## config.mk

```make
export PLATFORM = sky130hd
export DESIGN_NAME = param_sync_fifo
export DESIGN_NICKNAME = d
export VERILOG_FILES = /design/src/rtl/param_sync_fifo.sv
export SDC_FILE = /design/constraint.sdc
export NUM_CORES = 1
export LEC_CHECK = 0
export CAP_MARGIN = 10
export CELL_PAD_IN_SITES_DETAIL_PLACEMENT = 0
export CELL_PAD_IN_SITES_GLOBAL_PLACEMENT = 1
export CORE_ASPECT_RATIO = 1.5
export CORE_MARGIN = 1
export CORE_UTILIZATION = 29
export CTS_CLUSTER_SIZE = 10
export DETAILED_ROUTE_END_ITERATION = 12
export PLACE_DENSITY_LB_ADDON = 0.1
export SLEW_MARGIN = 20
export SYNTH_ARGS = -nofsm -noshare
export SYNTH_HDL_FRONTEND = slang
export SYNTH_SLANG_ARGS = --single-unit
```

## constraint.sdc

```tcl
create_clock -name clk -period 3.6 [get_ports clk]
set_input_delay 0.54 -clock clk [delete_from_list [all_inputs] [get_ports clk]]
set_output_delay 0.54 -clock clk [all_outputs]
set_load 0.05 [all_outputs]
```

## src/rtl/param_sync_fifo.sv

```systemverilog
// ============================================================================
// Module      : param_sync_fifo
// Description : Single-clock FIFO with occupancy flags, error pulses and
//               selectable registered-read or first-word-fall-through output.
// Revision    : 1.0 - initial release
// ============================================================================
`default_nettype none

module param_sync_fifo #(
    parameter int DATA_WIDTH = 8,
    parameter int DEPTH      = 16,
    parameter int ADDR_WIDTH = 4,
    parameter int AF_LEVEL   = 14,
    parameter int AE_LEVEL   = 2,
    parameter int FWFT       = 0
) (
    input  logic                  clk,
    input  logic                  reset,
    input  logic                  wr_en,
    input  logic                  rd_en,
    input  logic [DATA_WIDTH-1:0] data_in,
    output logic [DATA_WIDTH-1:0] data_out,
    output logic                  rd_valid,
    output logic                  full,
    output logic                  empty,
    output logic                  almost_full,
    output logic                  almost_empty,
    output logic [ADDR_WIDTH:0]   count,
    output logic                  overflow,
    output logic                  underflow
);

    localparam logic [ADDR_WIDTH:0]   C_DEPTH = (ADDR_WIDTH+1)'(DEPTH);
    localparam logic [ADDR_WIDTH:0]   C_AF    = (ADDR_WIDTH+1)'(AF_LEVEL);
    localparam logic [ADDR_WIDTH:0]   C_AE    = (ADDR_WIDTH+1)'(AE_LEVEL);
    localparam logic [ADDR_WIDTH-1:0] C_PTR_1 = ADDR_WIDTH'(1);
    localparam logic [ADDR_WIDTH:0]   C_CNT_1 = (ADDR_WIDTH+1)'(1);

    logic [DATA_WIDTH-1:0] mem_q [DEPTH];
    logic [ADDR_WIDTH-1:0] wr_ptr_q, wr_ptr_d;
    logic [ADDR_WIDTH-1:0] rd_ptr_q, rd_ptr_d;
    logic [ADDR_WIDTH:0]   count_q, count_d;
    logic                  overflow_q, underflow_q;

    logic w_full, w_empty, w_wr_acc, w_rd_acc;

    // Accept decisions use the pre-edge flags; reset low blocks every access.
    always_comb begin
        w_full   = (count_q == C_DEPTH);
        w_empty  = (count_q == '0);
        w_wr_acc = wr_en & ~w_full & reset;
        w_rd_acc = rd_en & ~w_empty & reset;

        wr_ptr_d = w_wr_acc ? (wr_ptr_q + C_PTR_1) : wr_ptr_q;
        rd_ptr_d = w_rd_acc ? (rd_ptr_q + C_PTR_1) : rd_ptr_q;

        count_d = count_q;
        case ({w_wr_acc, w_rd_acc})
            2'b10:   count_d = count_q + C_CNT_1;
            2'b01:   count_d = count_q - C_CNT_1;
            default: count_d = count_q;
        endcase
    end

    always_ff @(posedge clk or negedge reset) begin
        if (!reset) begin
            wr_ptr_q    <= '0;
            rd_ptr_q    <= '0;
            count_q     <= '0;
            overflow_q  <= 1'b0;
            underflow_q <= 1'b0;
        end else begin
            wr_ptr_q    <= wr_ptr_d;
            rd_ptr_q    <= rd_ptr_d;
            count_q     <= count_d;
            overflow_q  <= wr_en & w_full;
            underflow_q <= rd_en & w_empty;
        end
    end

    // Storage is deliberately left out of reset.
    always_ff @(posedge clk) begin
        if (w_wr_acc) begin
            mem_q[wr_ptr_q] <= data_in;
        end
    end

    generate
        if (FWFT != 0) begin : g_fwft
            assign data_out = w_empty ? '0 : mem_q[rd_ptr_q];
            assign rd_valid = ~w_empty;
        end else begin : g_reg_read
            logic [DATA_WIDTH-1:0] data_q;
            logic                  rd_valid_q;

            always_ff @(posedge clk or negedge reset) begin
                if (!reset) begin
                    data_q     <= '0;
                    rd_valid_q <= 1'b0;
                end else begin
                    rd_valid_q <= w_rd_acc;
                    if (w_rd_acc) begin
                        data_q <= mem_q[rd_ptr_q];
                    end
                end
            end

            assign data_out = data_q;
            assign rd_valid = rd_valid_q;
        end
    endgenerate

    assign full         = w_full;
    assign empty        = w_empty;
    assign almost_full  = (count_q >= C_AF);
    assign almost_empty = (count_q <= C_AE);
    assign count        = count_q;
    assign overflow     = overflow_q;
    assign underflow    = underflow_q;

endmodule

`default_nettype wire

```

==> results.txt <==
----------------------------------------------------
[Finish]
  Number of antenna diodes ... 0
  Ratio of cells with drive above 1 in the final layout ... 0.155
  FILL cells ... approximately 2000
  Layout net count ... 391
  Area of the multi-input gates ... ~1600 um2
  Layout-stage area growth over the synthesis result ... 17.3%
  Sequential cell area ... 4450 um2

[GRT]
  Largest net degree at the start of global routing ... 36
  Wire length of the first global-routing pass ... 20700 um
  Via count of the first global-routing pass ... ~3300
  Total grt overflow ... 0
  Overall routing resource usage ... 0.134
  Antenna violations before repair ... 0

[Synthesis]
  Mapped cell area ... approximately 6200 um2
  Number of nets produced by synthesis ... 351
  Cells after Synth ... between 300 and 400
  Flip-flop and latch count after synthesis ... about 150
  Proportion of netlist area held by the largest area contributor ... 0.615
  Unique cell type count in the Yosys netlist ... 36
  Most instantiated library cell after synthesis ... sky130_fd_sc_hd__edfxtp_1
  Number of synthesized flops with an enable pin ... 128
  Cell types with the highest counts after synthesis ... 128 x sky130_fd_sc_hd__edfxtp_1, 25 x sky130_fd_sc_hd__nand2_1, 24 x sky130_fd_sc_hd__dfrtp_1
  Top cell type by total area after synthesis ... sky130_fd_sc_hd__edfxtp_1
  Top cells by area in the synthesized netlist ... sky130_fd_sc_hd__edfxtp_1 62%, sky130_fd_sc_hd__dfrtp_1 9.6%, sky130_fd_sc_hd__mux4_1 7.1%
  Main flop type after synthesis ... sky130_fd_sc_hd__edfxtp_1
  Synthesis warning total ... 0
  Mean area per synthesized cell ... 19.0 um2
  Ys async rst share ... 0.158
  Fraction of the yosys area taken by sequential cells ... 0.711

[Floorplan]
  Floorplan die height ... between 150 and 200 um
  # rows ... 65
  Full die area ... 22100 um2
  Initial standard-cell utilization of the core ... 0.297
  Die X-Extent ... between 100 and 150 um
  Core Area ... 21100 um2
  Total I/O pin count ... 32

[STA]
  Final cycle utilization of the critical path ... 0.884
  Period minus WS final ... around 3200 ps
  Final setup TNS ... 0 ps
  Final Hold Vio Count ... 0
  Worst Clk Skew ... 4.43 ps
  Transition at the pin with the smallest max-transition slack ... ~680 ps
  Achievable Freq ... about 0.31 GHz
  Worst max-slew margin expressed relative to the limit ... 0.548
  Final setup violation count ... 0
  Unrepaired setup endpoints after global routing ... no
  Number of max-slew violations in the final report ... 0

[Clocking]
  Reg clk slew, reported paths ... 60 ps
  Number of gates given a new drive strength after cts ... 0
  Buffers inserted during post-CTS setup optimization ... 0
  Skew-Pair Late Insertion Delay ... 420 ps
  CTS Hold Bufs ... 0
  Clock Path Buffers ... 2
  Clock tree from TritonCTS ... built
  Depth of the CTS H-tree ... 4
  Sink count of the clock tree ... about 150
  CTS Buf Count ... 17
  Root buffer selected by CTS ... sky130_fd_sc_hd__clkbuf_16

[Job]
  Number of max-capacitance violations reported ... 0

[Detailed routing]
  DR DRC count ... 0
  Iter 0 DRT Violations ... around 170
  Antenna viol nets, final ... 0
  Vias after detailed routing ... a little under 3000
  Total iterations of the first detailed-routing run ... 4
  Post-Route WL ... between 10000 and 15000 um
  Routed wire per std cell ... 20.8 um
  Detail-routed via count per cell ... 4.55

[Power]
  Cell area power density ... slightly below 800 nW/um2
  Overall power ... around 5.7 mW
  Worst vdd rail ir drop ... between 0.3 and 0.4 mV
  Leakage power total ... 2.56 nW

[Worst setup path]
  Max FO, Critical Path ... 7
  Type of destination of the critical path ... register
  Worst EP required ... 3900 ps
  Arrival time at the worst endpoint ... between 3000 and 4000 ps
  Peak per-stage delay on the critical path ... approximately 450 ps
  Cell mode on critical path ... sky130_fd_sc_hd__inv_1
  Worst Path Class, Setup ... reg2reg
  Worst-path cell chain ... nor4_1, nand2_1, and3_1, inv_1, ha_1, inv_1, fa_1, nor2b_1, o21ai_0, nand3_1, or3b_2, xnor2_1
  Type of origin of the critical path ... register
  Slowest stage cell on the critical path ... sky130_fd_sc_hd__dfrtp_1

[Place]
  Placer's final routability congestion estimate ... about 0.7
  Number of buffer cells added on primary ports ... 31
  Placed wire-length estimate ... between 8000 and 9000 um

[Hold path]
  Class of the tightest hold or removal check ... reg2reg

[Outcome]
  Status ... completed

----------------------------------------------------
metrics by stage:
step	utilization	worst slack (ps)	instance area, um2	hold WS [ps]	cells
after floorplan	-	394	6250	244	329
after global placement	0.323	243	6810	466	618
after detailed placement	0.323	197	6810	476	618
after CTS	0.348	389	7330	490	649
after global routing	0.348	115	7330	522	649
final	0.348	416	7330	482	649
cells by family after synthesis:
kind of cell,after synthesis,synth area share
AND/OR/NAND/NOR,57,0.0489
flip-flops,152,0.711
buffers and inverters,26,0.0292
XOR/XNOR,10,0.0140
adder cells (fa/ha/maj),10,0.0212
AO/OA/AOI/OAI,25,0.0210
multiplexers,49,0.154
worst paths after layout:
path,depth (start not counted),slack (ps),end,start
min in group asynchronous,2,570,count[0],reset
worst max-delay path,12,420,count[4],count[1]
worst min register to register,2,480,data_out[2],data_out[2]
max in group asynchronous,2,2770,rd_ptr_q[0],reset
worst max register to register,12,420,count[4],count[1]
worst min-delay path,2,480,data_out[2],data_out[2]
power breakdown:
part           internal, mW  switching (mW)
Sequential             2.11           0.160
Combinational         0.786            1.04
Clock                 0.932           0.664
Total                  3.83            1.87
layout make-up:
class                           count  area share
Tap cell                          268      0.0458
Timing Repair Buffer               37      0.0502
Sequential cell                   152       0.607
Inverter                           10     0.00512
Clock inverter                     11      0.0114
Clock buffer                       20      0.0596
Multi-Input combinational cell    151       0.221
flip-flops by register name, summed over array words and instances, names as in the netlist:
name and cells:
rd_ptr_q 4, wr_ptr_q 4, underflow 1, rd_valid 1, overflow 1, mem_q 128, data_out 8, count 5
per-layer routing:
| layer | vias to the layer above | track usage | wire length (um) |
|---|---|---|---|
| li1 | 1375 | - | - |
| met1 | 1530 | 0.154 | 5770 |
| met2 | 39 | 0.236 | 7200 |
| met3 | 11 | 0.0323 | 330 |
| met4 | 0 | 0.0504 | 171 |
| met5 | - | 0 | 0 |
critical path: cells and delay by family (launching register included):
kind	cells	cell delay (ps)
flops	1	450
buf+inv	2	250
simple gates	6	1460
compound gates	1	110
xor+xnor	1	130
fa+ha+maj	2	660
placed cells by master (no fill, tap or decap), types with 2 or more instances in the layout:
cell / n
sky130_fd_sc_hd__nand4_1: 2
sky130_fd_sc_hd__and2_1: 9
sky130_fd_sc_hd__o21ai_1: 11
sky130_fd_sc_hd__edfxtp_1: 128
sky130_fd_sc_hd__mux4_1: 17
sky130_fd_sc_hd__xor2_1: 2
sky130_fd_sc_hd__clkinv_1: 4
sky130_fd_sc_hd__clkinv_2: 3
sky130_fd_sc_hd__clkbuf_1: 3
sky130_fd_sc_hd__mux2_2: 8
sky130_fd_sc_hd__clkbuf_16: 17
sky130_fd_sc_hd__dfrtp_1: 23
sky130_fd_sc_hd__clkdlybuf4s50_1: 31
sky130_fd_sc_hd__ha_1: 9
sky130_fd_sc_hd__mux2i_1: 9
sky130_fd_sc_hd__xnor2_1: 8
sky130_fd_sc_hd__nand2_1: 25
sky130_fd_sc_hd__mux4_2: 15
sky130_fd_sc_hd__inv_1: 9
sky130_fd_sc_hd__buf_4: 5
sky130_fd_sc_hd__clkinvlp_4: 2
sky130_fd_sc_hd__nor2_1: 2
sky130_fd_sc_hd__o21ai_0: 9
sky130_fd_sc_hd__and3_1: 11
sky130_fd_sc_hd__a21oi_1: 3
Power figures use the tool's default switching activity.
